<file path="src/rtl/clock_pkg.sv">
// ----------------------------------------------------------------------------
// clock_pkg
//   Shared types, constants and helpers for the BCD timekeeper.
//   - bcd_t           : one BCD digit (0..9 in 4 bits)
//   - time_t          : packed hh:mm:ss, six BCD digits, hour tens in [23:20]
//   - SEC_MAX/MIN_MAX : two-digit BCD wrap points for seconds and minutes
//   - HOUR24_MAX/HOUR12_MAX : last hour value in each display mode
//   - bcd2_inc        : increment of a two-digit BCD value (no wrap handling)
//   - bcd_time_valid  : checks that a time_t is a legal display value for
//                       the given hour mode (24 or 12)
// ----------------------------------------------------------------------------
package clock_pkg;

    typedef logic [3:0] bcd_t;

    typedef struct packed {
        bcd_t hour_tens;
        bcd_t hour_units;
        bcd_t min_tens;
        bcd_t min_units;
        bcd_t sec_tens;
        bcd_t sec_units;
    } time_t;

    localparam logic [7:0] SEC_MAX    = 8'h59;
    localparam logic [7:0] MIN_MAX    = 8'h59;
    localparam logic [7:0] HOUR24_MAX = 8'h23;
    localparam logic [7:0] HOUR12_MAX = 8'h12;

    // Two-digit BCD +1. The caller handles the upper wrap point, so 99 is
    // never presented here.
    function automatic logic [7:0] bcd2_inc(input logic [7:0] v);
        logic [7:0] r;
        if (v[3:0] == 4'd9) begin
            r = {v[7:4] + 4'd1, 4'd0};
        end else begin
            r = {v[7:4], v[3:0] + 4'd1};
        end
        return r;
    endfunction

    // Once every nibble is known to be <= 9, an 8-bit compare of two BCD
    // digits orders the same way as the decimal value, so hour limits can be
    // checked directly against BCD constants.
    function automatic logic bcd_time_valid(input time_t t, input int hour_mode);
        logic [7:0] hh;
        logic       ok;
        hh = {t.hour_tens, t.hour_units};
        ok = (t.hour_tens <= 4'd9) && (t.hour_units <= 4'd9) &&
             (t.min_tens  <= 4'd9) && (t.min_units  <= 4'd9) &&
             (t.sec_tens  <= 4'd9) && (t.sec_units  <= 4'd9);
        ok = ok && (t.min_tens <= 4'd5) && (t.sec_tens <= 4'd5);
        if (hour_mode == 12) begin
            ok = ok && (hh >= 8'h01) && (hh <= HOUR12_MAX);
        end else begin
            ok = ok && (hh <= HOUR24_MAX);
        end
        return ok;
    endfunction

endpackage

</file>
<file path="src/rtl/bcd_mod_counter.sv">
// ----------------------------------------------------------------------------
// bcd_mod_counter
//   Two-digit BCD counter that counts MIN..MAX and wraps back to MIN.
//   Reset value is MIN. Parallel load has priority over increment; the load
//   value is assumed to be pre-validated by the parent.
//   Ports:
//     clk, rst     : clock, synchronous active-high reset
//     inc_i        : count enable for this cycle
//     load_i       : load load_val_i on this edge (overrides inc_i)
//     load_val_i   : two-digit BCD value to load
//     val_o        : current registered value
//     next_o       : value that will be registered on the next edge
//     carry_o      : combinational, high when inc_i wraps MAX -> MIN, so the
//                    next stage can advance in the same cycle
// ----------------------------------------------------------------------------
module bcd_mod_counter
    import clock_pkg::*;
#(
    parameter logic [7:0] MAX = 8'h59,
    parameter logic [7:0] MIN = 8'h00
) (
    input  logic       clk,
    input  logic       rst,
    input  logic       inc_i,
    input  logic       load_i,
    input  logic [7:0] load_val_i,
    output logic [7:0] val_o,
    output logic [7:0] next_o,
    output logic       carry_o
);

    logic [7:0] val_q;
    logic [7:0] val_d;

    always_comb begin
        val_d   = val_q;
        carry_o = 1'b0;
        if (load_i) begin
            val_d = load_val_i;
        end else if (inc_i) begin
            if (val_q == MAX) begin
                val_d   = MIN;
                carry_o = 1'b1;
            end else begin
                val_d = bcd2_inc(val_q);
            end
        end
    end

    always_ff @(posedge clk) begin
        if (rst) begin
            val_q <= MIN;
        end else begin
            val_q <= val_d;
        end
    end

    assign val_o  = val_q;
    assign next_o = val_d;

endmodule

</file>
<file path="src/rtl/bcd_timekeeper.sv">
// ----------------------------------------------------------------------------
// bcd_timekeeper
//   Single-clock hh:mm:ss BCD time-of-day counter advanced by a tick enable
//   through a prescaler, with 12/24 h display, run/hold and a validated
//   parallel load. Carry pulses are registered and line up with the digit
//   update that caused them.
//
//   Parameters:
//     HOUR_MODE     : 24 -> hours 00..23, 12 -> hours 01..12 plus pm flag
//     TICKS_PER_SEC : tick pulses per one-second advance, 1..1023
//
//   Optional feature macro: BCD_TIMEKEEPER_ALARM_EN
//     defined   : alarm_set latches a validated alarm time and arms it;
//                 alarm pulses when a tick advance lands on that time
//     undefined : alarm ports stay, alarm is 0, alarm inputs are ignored
//
//   Ports:
//     clk, rst         : clock, synchronous active-high reset
//     tick             : one-cycle timebase enable
//     run              : 1 = count, 0 = hold (prescaler frozen)
//     load, load_digit, load_pm : one-cycle validated time load
//     digit, pm        : packed BCD hh:mm:ss display bus and pm flag
//     min_tick, hour_tick, day_tick : one-cycle carry pulses
//     load_err         : one-cycle pulse when a load/alarm_set is rejected
//     alarm_set, alarm_digit, alarm_pm, alarm : alarm interface
//
//   Valid/ready: there is no back-pressure; load, alarm_set and tick are
//   single-cycle requests that are always accepted in the cycle they are
//   high, with priority rst > load > tick.
// ----------------------------------------------------------------------------
module bcd_timekeeper
    import clock_pkg::*;
#(
    parameter int HOUR_MODE     = 24,
    parameter int TICKS_PER_SEC = 1
) (
    input  logic        clk,
    input  logic        rst,
    input  logic        tick,
    input  logic        run,
    input  logic        load,
    input  logic [23:0] load_digit,
    input  logic        load_pm,
    output logic [23:0] digit,
    output logic        pm,
    output logic        min_tick,
    output logic        hour_tick,
    output logic        day_tick,
    output logic        load_err,
    input  logic        alarm_set,
    input  logic [23:0] alarm_digit,
    input  logic        alarm_pm,
    output logic        alarm
);

    if (!(HOUR_MODE == 24 || HOUR_MODE == 12)) begin : g_bad_hour_mode
        $error("bcd_timekeeper: HOUR_MODE must be 12 or 24");
    end
    if (TICKS_PER_SEC < 1 || TICKS_PER_SEC > 1023) begin : g_bad_tps
        $error("bcd_timekeeper: TICKS_PER_SEC must be 1..1023");
    end

    localparam int         PW         = (TICKS_PER_SEC > 1) ? $clog2(TICKS_PER_SEC) : 1;
    localparam logic [PW-1:0] PRESC_LAST = PW'(TICKS_PER_SEC - 1);
    localparam logic [7:0] HOUR_RESET = (HOUR_MODE == 12) ? 8'h12 : 8'h00;
    localparam logic [7:0] HOUR_LAST  = (HOUR_MODE == 12) ? HOUR12_MAX : HOUR24_MAX;
    localparam logic [7:0] HOUR_FIRST = (HOUR_MODE == 12) ? 8'h01 : 8'h00;

    // ------------------------------------------------------------------
    // Load decode
    // ------------------------------------------------------------------
    time_t load_t;
    logic  load_ok;
    logic  load_bad;
    logic  alarm_bad;

    assign load_t   = time_t'(load_digit);
    assign load_ok  = load & bcd_time_valid(load_t, HOUR_MODE);
    assign load_bad = load & ~load_ok;

    // ------------------------------------------------------------------
    // Prescaler. Any load (valid or not) takes the cycle, so a tick that
    // arrives with it is dropped rather than counted.
    // ------------------------------------------------------------------
    logic [PW-1:0] presc_q;
    logic [PW-1:0] presc_d;
    logic          tick_en;
    logic          adv;

    assign tick_en = run & tick & ~load;
    assign adv     = tick_en & (presc_q == PRESC_LAST);

    always_comb begin
        presc_d = presc_q;
        if (load_ok) begin
            presc_d = '0;
        end else if (tick_en) begin
            presc_d = (presc_q == PRESC_LAST) ? '0 : presc_q + PW'(1);
        end
    end

    // ------------------------------------------------------------------
    // Seconds and minutes: carries ripple combinationally so a full
    // rollover completes on one edge.
    // ------------------------------------------------------------------
    logic [7:0] sec_val;
    logic [7:0] sec_next;
    logic       sec_carry;
    logic [7:0] min_val;
    logic [7:0] min_next;
    logic       min_carry;

    bcd_mod_counter #(
        .MAX (SEC_MAX),
        .MIN (8'h00)
    ) u_sec (
        .clk        (clk),
        .rst        (rst),
        .inc_i      (adv),
        .load_i     (load_ok),
        .load_val_i ({load_t.sec_tens, load_t.sec_units}),
        .val_o      (sec_val),
        .next_o     (sec_next),
        .carry_o    (sec_carry)
    );

    bcd_mod_counter #(
        .MAX (MIN_MAX),
        .MIN (8'h00)
    ) u_min (
        .clk        (clk),
        .rst        (rst),
        .inc_i      (sec_carry),
        .load_i     (load_ok),
        .load_val_i ({load_t.min_tens, load_t.min_units}),
        .val_o      (min_val),
        .next_o     (min_next),
        .carry_o    (min_carry)
    );

    // ------------------------------------------------------------------
    // Hours and pm. In 12 h mode the displayed sequence is
    // 12,01,..,11,12 with pm toggling on 11->12; the day ends on the
    // 11 pm -> 12 am step. In 24 h mode the day ends on 23->00.
    // ------------------------------------------------------------------
    logic [7:0] hour_q;
    logic [7:0] hour_d;
    logic       pm_q;
    logic       pm_d;
    logic       day_wrap;

    always_comb begin
        hour_d   = hour_q;
        pm_d     = pm_q;
        day_wrap = 1'b0;
        if (load_ok) begin
            hour_d = {load_t.hour_tens, load_t.hour_units};
            pm_d   = (HOUR_MODE == 12) ? load_pm : 1'b0;
        end else if (min_carry) begin
            if (hour_q == HOUR_LAST) begin
                hour_d   = HOUR_FIRST;
                day_wrap = (HOUR_MODE == 24);
            end else begin
                hour_d = bcd2_inc(hour_q);
                if (HOUR_MODE == 12 && hour_q == 8'h11) begin
                    pm_d     = ~pm_q;
                    day_wrap = pm_q;
                end
            end
        end
    end

    // ------------------------------------------------------------------
    // State and pulse registers
    // ------------------------------------------------------------------
    logic min_tick_q;
    logic hour_tick_q;
    logic day_tick_q;
    logic load_err_q;

    always_ff @(posedge clk) begin
        if (rst) begin
            hour_q      <= HOUR_RESET;
            pm_q        <= 1'b0;
            presc_q     <= '0;
            min_tick_q  <= 1'b0;
            hour_tick_q <= 1'b0;
            day_tick_q  <= 1'b0;
            load_err_q  <= 1'b0;
        end else begin
            hour_q      <= hour_d;
            pm_q        <= pm_d;
            presc_q     <= presc_d;
            min_tick_q  <= sec_carry;
            hour_tick_q <= min_carry;
            day_tick_q  <= day_wrap;
            load_err_q  <= load_bad | alarm_bad;
        end
    end

    assign digit     = {hour_q, min_val, sec_val};
    assign pm        = pm_q;
    assign min_tick  = min_tick_q;
    assign hour_tick = hour_tick_q;
    assign day_tick  = day_tick_q;
    assign load_err  = load_err_q;

    // ------------------------------------------------------------------
    // Alarm
    // ------------------------------------------------------------------
`ifdef BCD_TIMEKEEPER_ALARM_EN
    time_t alarm_time_q;
    logic  alarm_pm_q;
    logic  alarm_armed_q;
    logic  alarm_q;
    logic  alarm_ok;
    time_t next_time;

    assign alarm_ok  = alarm_set & bcd_time_valid(time_t'(alarm_digit), HOUR_MODE);
    assign alarm_bad = alarm_set & ~alarm_ok;
    assign next_time = time_t'({hour_d, min_next, sec_next});

    // The match is taken against the value about to be registered, and only
    // on an advance, so a load that lands on the alarm time stays silent.
    always_ff @(posedge clk) begin
        if (rst) begin
            alarm_time_q  <= time_t'({HOUR_RESET, 16'h0000});
            alarm_pm_q    <= 1'b0;
            alarm_armed_q <= 1'b0;
            alarm_q       <= 1'b0;
        end else begin
            alarm_q <= alarm_armed_q & adv & (next_time == alarm_time_q) &
                       (pm_d == alarm_pm_q);
            if (alarm_ok) begin
                alarm_time_q  <= time_t'(alarm_digit);
                alarm_pm_q    <= (HOUR_MODE == 12) ? alarm_pm : 1'b0;
                alarm_armed_q <= 1'b1;
            end
        end
    end

    assign alarm = alarm_q;
`else
    logic unused_alarm;

    assign alarm_bad    = 1'b0;
    assign alarm        = 1'b0;
    assign unused_alarm = ^{alarm_set, alarm_digit, alarm_pm, sec_next, min_next};
`endif

endmodule
</file>
<file path="config.mk">
export PLATFORM = sky130hd
export DESIGN_NAME = bcd_timekeeper
export DESIGN_NICKNAME = d
export VERILOG_FILES = /design/src/rtl/clock_pkg.sv /design/src/rtl/bcd_mod_counter.sv /design/src/rtl/bcd_timekeeper.sv
export SDC_FILE = /design/constraint.sdc
export NUM_CORES = 1
export LEC_CHECK = 0
export BUFFER_PORTS_ARGS = -buffer_cell sky130_fd_sc_hd__clkbuf_2
export CAP_MARGIN = 20
export CORE_ASPECT_RATIO = 0.75
export CORE_MARGIN = 5
export CORE_UTILIZATION = 48
export CTS_CLUSTER_DIAMETER = 100
export CTS_CLUSTER_SIZE = 40
export DETAILED_ROUTE_END_ITERATION = 16
export PLACE_DENSITY = 0.83
export SYNTH_ARGS = -nofsm -noshare
export SYNTH_HDL_FRONTEND = slang
export SYNTH_SLANG_ARGS = --single-unit
</file>
<file path="constraint.sdc">
create_clock -name clk -period 3 [get_ports clk]
set_input_delay 0.6 -clock clk [delete_from_list [all_inputs] [get_ports clk]]
set_output_delay 0.6 -clock clk [all_outputs]
set_load 0.05 [all_outputs]
</file>
==> results <==
- The flow ran to the end, and the final reports show no timing, DRC or antenna violations.
- The number of rows in the core area is 19.
- The leakage power summed over all cells is 0.895 nW.
- Of all nets on the critical path, the largest fanout is 7.
- After the first detailed-routing iteration, the DRC count stood at 108.
- For this block, the via count after detailed routing is 1742.
- The worst hold path was traced through 2 stages.
- The element type at the critical path end is a register.
- Yosys printed 0 warnings.
- The number of fill cells is 327.
- Counting instances in the post-synthesis netlist gives the leading cell types as 29 x nor2_1, 28 x dfxtp_1, 21 x nor3_1.
- By area the synthesized netlist is led by dfxtp_1 32%, ha_1 7.1%, nor2_1 6.2%.
- The worst setup path is of the reg -> reg kind.
- The number of global-route vias before repair is 1676.
- The first global-routing pass estimated between 7 and 8 mm of wire.
- The number of distinct library cells after synthesis is 47.
- The post-layout net count is roughly 330.
- Cells with a size suffix above 1 make up 29.4% of the layout.
- The total power draw is 682 uW.
- The type of the most critical hold path is reg -> reg.
- The synthesized cell area is 1750 sq um.
- The final layout contains routed wiring with a total length of 4.47 mm.
- The path with the worst hold slack has its endpoint at u_min.val_o[7]$_SDFFE_PP0P_.
- The overall routing resource usage is a little under a fifth.
- The number of buffers inserted during clock tree synthesis is 3.
- The number of gates resized after CTS was 0.
- The data arrival time of the critical path is 2.46 ns.
- The hold buffer count at cts is 0.
- The total negative slack for setup checks is 0 ns.
- The peak supply drop is roughly 0.28 mV.
- Data on the critical path is required at its endpoint by 3.15 ns.
- At the pin with the least slew margin, the transition time is 0.754 ns.
- The routability congestion estimate is 0.925.
- In this run, synthesis produced a sequential element count of 28.
- The number of buffer cells added on primary ports is 56.
- Max-cap violations in this run came to 0.
- The clock tree root buffer cell is clkbuf_8.
- STA classifies the critical path startpoint as a register.
- The height of the die is around 62 um.
- Leaving out filler cells and counting taps, the final layout contains 314.
- The count of final hold-check violations is 0.
- Detailed placement ended at an HPWL of 3.43 mm.
- The maximum number of pins on one net before global-route repair is 23.
- Counting cells, the worst reg-to-reg path comes to 6.
- Clock-pin slew was measured on the worst setup and hold paths at roughly 0.09 ns.
- The repair_antennas step left the layout with diodes totalling 0.
- The detail-routed via count per cell is roughly 5.5.
- The number of antenna violations at the first check in global routing is 0.
- The final count of pins violating max slew is 0.
- The terminus of the critical flop-to-flop path is u_min.val_o[6]$_SDFFE_PP0P_.
- Summing the sequential cell areas from Yosys gives between 30% and 40% of the chip area.
- The latest clock arrival within the worst-skew pair is 0.28 ns.
- The proportion of synthesized flip-flops having asynchronous set or reset is 0%.
- The time the final worst path needs with I/O delays and setup is roughly 2.3 ns.
- The most common cell in the synthesized netlist is nor2_1.
- The number of enable flip-flop cells after synthesis is 0.
- The maximum operating frequency is about 0.43 GHz.
- The mean cell area of the mapped netlist is 8.39 sq um.
- The cell count after synthesis is 209.
- The area share of the largest cell type after synthesis is a little under a third.
- The setup fix buffers added after clock tree synthesis is 0.
- In this run the register-to-register setup slack is 0.69 ns.
- In this run the number of H-tree levels came out at 1.
- The total number of clock tree sinks is 28.
- The floorplan step defined a die boundary enclosing 4970 sq um.
- The clock arrives with 0.00886 ns of skew.
- In this run the most critical hold path is launched from u_min.val_o[7]$_SDFFE_PP0P_.
- In the routed design, unresolved DRC markers number 0.
- In this run the tightest slew margin relative to its limit is between 40% and 50%.
- The post-placement cell count is 310.
- The initial utilization of the core area, before any placement, comes to 48.8%.
- The portion of the clock cycle consumed by the worst path in the final layout is 77.2%.
- The biggest area contributor in the post-synthesis netlist is dfxtp_1.
- The most used flip-flop cell after synthesis is dfxtp_1.
- The buffer levels on the longest clock path is 2.
- The horizontal die dimension is 79.8 um.
- TritonCTS built the clock tree.
- From synthesis to final layout, the design area changed by 20.1%.
- Once detail routing completed, the nets flagged for antenna violations numbered 0.
- The total power density per cell area is 324 nW/um^2.
- Global routing finished with a remaining overflow of 0.
- The I/O pin count is 86.
- Setup repair after global routing left no endpoint under its margin.
- In this run the critical register-to-register path is launched from u_sec.val_o[0]$_SDFFE_PP0P_.
- The region available for standard cell placement spans 3590 sq um.
- Setup violations remaining at the end of the flow were counted as 0.
- The average detailed-routed wire length per instance is approximately 14 um.
- The total iterations of the first detailed-routing run is 4.
[how the worst max path moves through the flow]
stage,slack [ns],startpoint,end
2_1_floorplan,0.73,u_min.val_o[0]$_SDFFE_PP0P_,hour_q[5]$_SDFFE_PP0P_
3_3_place_gp,0.55,load_digit[23],u_sec.val_o[3]$_SDFFE_PP0P_
3_5_place_dp,0.52,load_digit[23],u_sec.val_o[3]$_SDFFE_PP0P_
4_1_cts,0.75,u_sec.val_o[0]$_SDFFE_PP0P_,u_min.val_o[6]$_SDFFE_PP0P_
5_1_grt,0.56,u_sec.val_o[0]$_SDFFE_PP0P_,u_min.val_o[6]$_SDFFE_PP0P_
6_report,0.69,u_sec.val_o[0]$_SDFFE_PP0P_,u_min.val_o[6]$_SDFFE_PP0P_
[layer usage]
metal / wire length [um] / GRT usage, %
met3: 286 / 4.62
met2: 1980 / 28.7
met4: 17 / 4.64
met1: 2190 / 26.5
met5: 0 / 0
[registers in the layout, summed over array words and instances, names as in the netlist]
name	cells
hour_tick	1
u_min.val_o	8
hour_q	8
u_sec.val_o	8
min_tick	1
load_err	1
day_tick	1
[through the flow]
step | hold WS (ns) | instance area, sq um | util [%] | setup WS, ns
2_1_floorplan | 0.668 | 1760 | - | 0.734
3_3_place_gp | 0.483 | 2050 | 57.1 | 0.554
3_5_place_dp | 0.511 | 2050 | 57.1 | 0.520
4_1_cts | 0.524 | 2110 | 58.7 | 0.753
5_1_grt | 0.562 | 2110 | 58.7 | 0.564
6_report | 0.526 | 2110 | 58.7 | 0.685
[final cells by class]
| type | instances | area, sq um | area share [%] |
|---|---|---|---|
| clock buffers | 4 | 55.1 | 2.61 |
| inverters | 9 | 33.8 | 1.60 |
| multi-input cells | 162 | 1090 | 51.7 |
| flip-flops and latches | 28 | 561 | 26.6 |
| well taps | 52 | 65.1 | 3.09 |
| repair buffers | 59 | 303 | 14.4 |
[logic make-up after synthesis]
logic type	Yosys count	synth area share [%]
adder cells (fa/ha/maj)	10	7.14
AO/OA/AOI/OAI	47	19.7
flip-flops	28	32.0
other	1	0.214
AND/OR/NAND/NOR	101	33.8
buffers and inverters	20	6.14
XOR/XNOR	2	0.999
[report_power, final]
part	switching, mW	internal, mW	total [mW]
clock	0.120	0.118	0.238
sequential	0.00290	0.374	0.377
combinational	0.0443	0.0232	0.0675
[cells in the final DEF, fill, tap and decap left out, types with 3 or more instances in the layout]
cell type,instances
dfxtp_1,28
clkbuf_8,4
clkbuf_2,56
nand3b_1,3
nand2_1,7
a211oi_1,10
ha_1,10
nor2_1,29
nor3_1,21
nand4_1,3
buf_4,3
a21oi_1,9
nand3_1,11
nor2b_1,3
and3b_1,5
inv_1,9
o21ai_0,11
a211oi_2,3
[worst max-delay path: stages, from the launching register on]
cell and delay, ns:
dfxtp_1 0.45, ha_1 0.20, nand3b_1 0.25, nor4_1 0.74
o21ai_0 0.23, a21oi_1 0.22, a211oi_2 0.08
No activity file was read; power rests on OpenSTA's default activity.
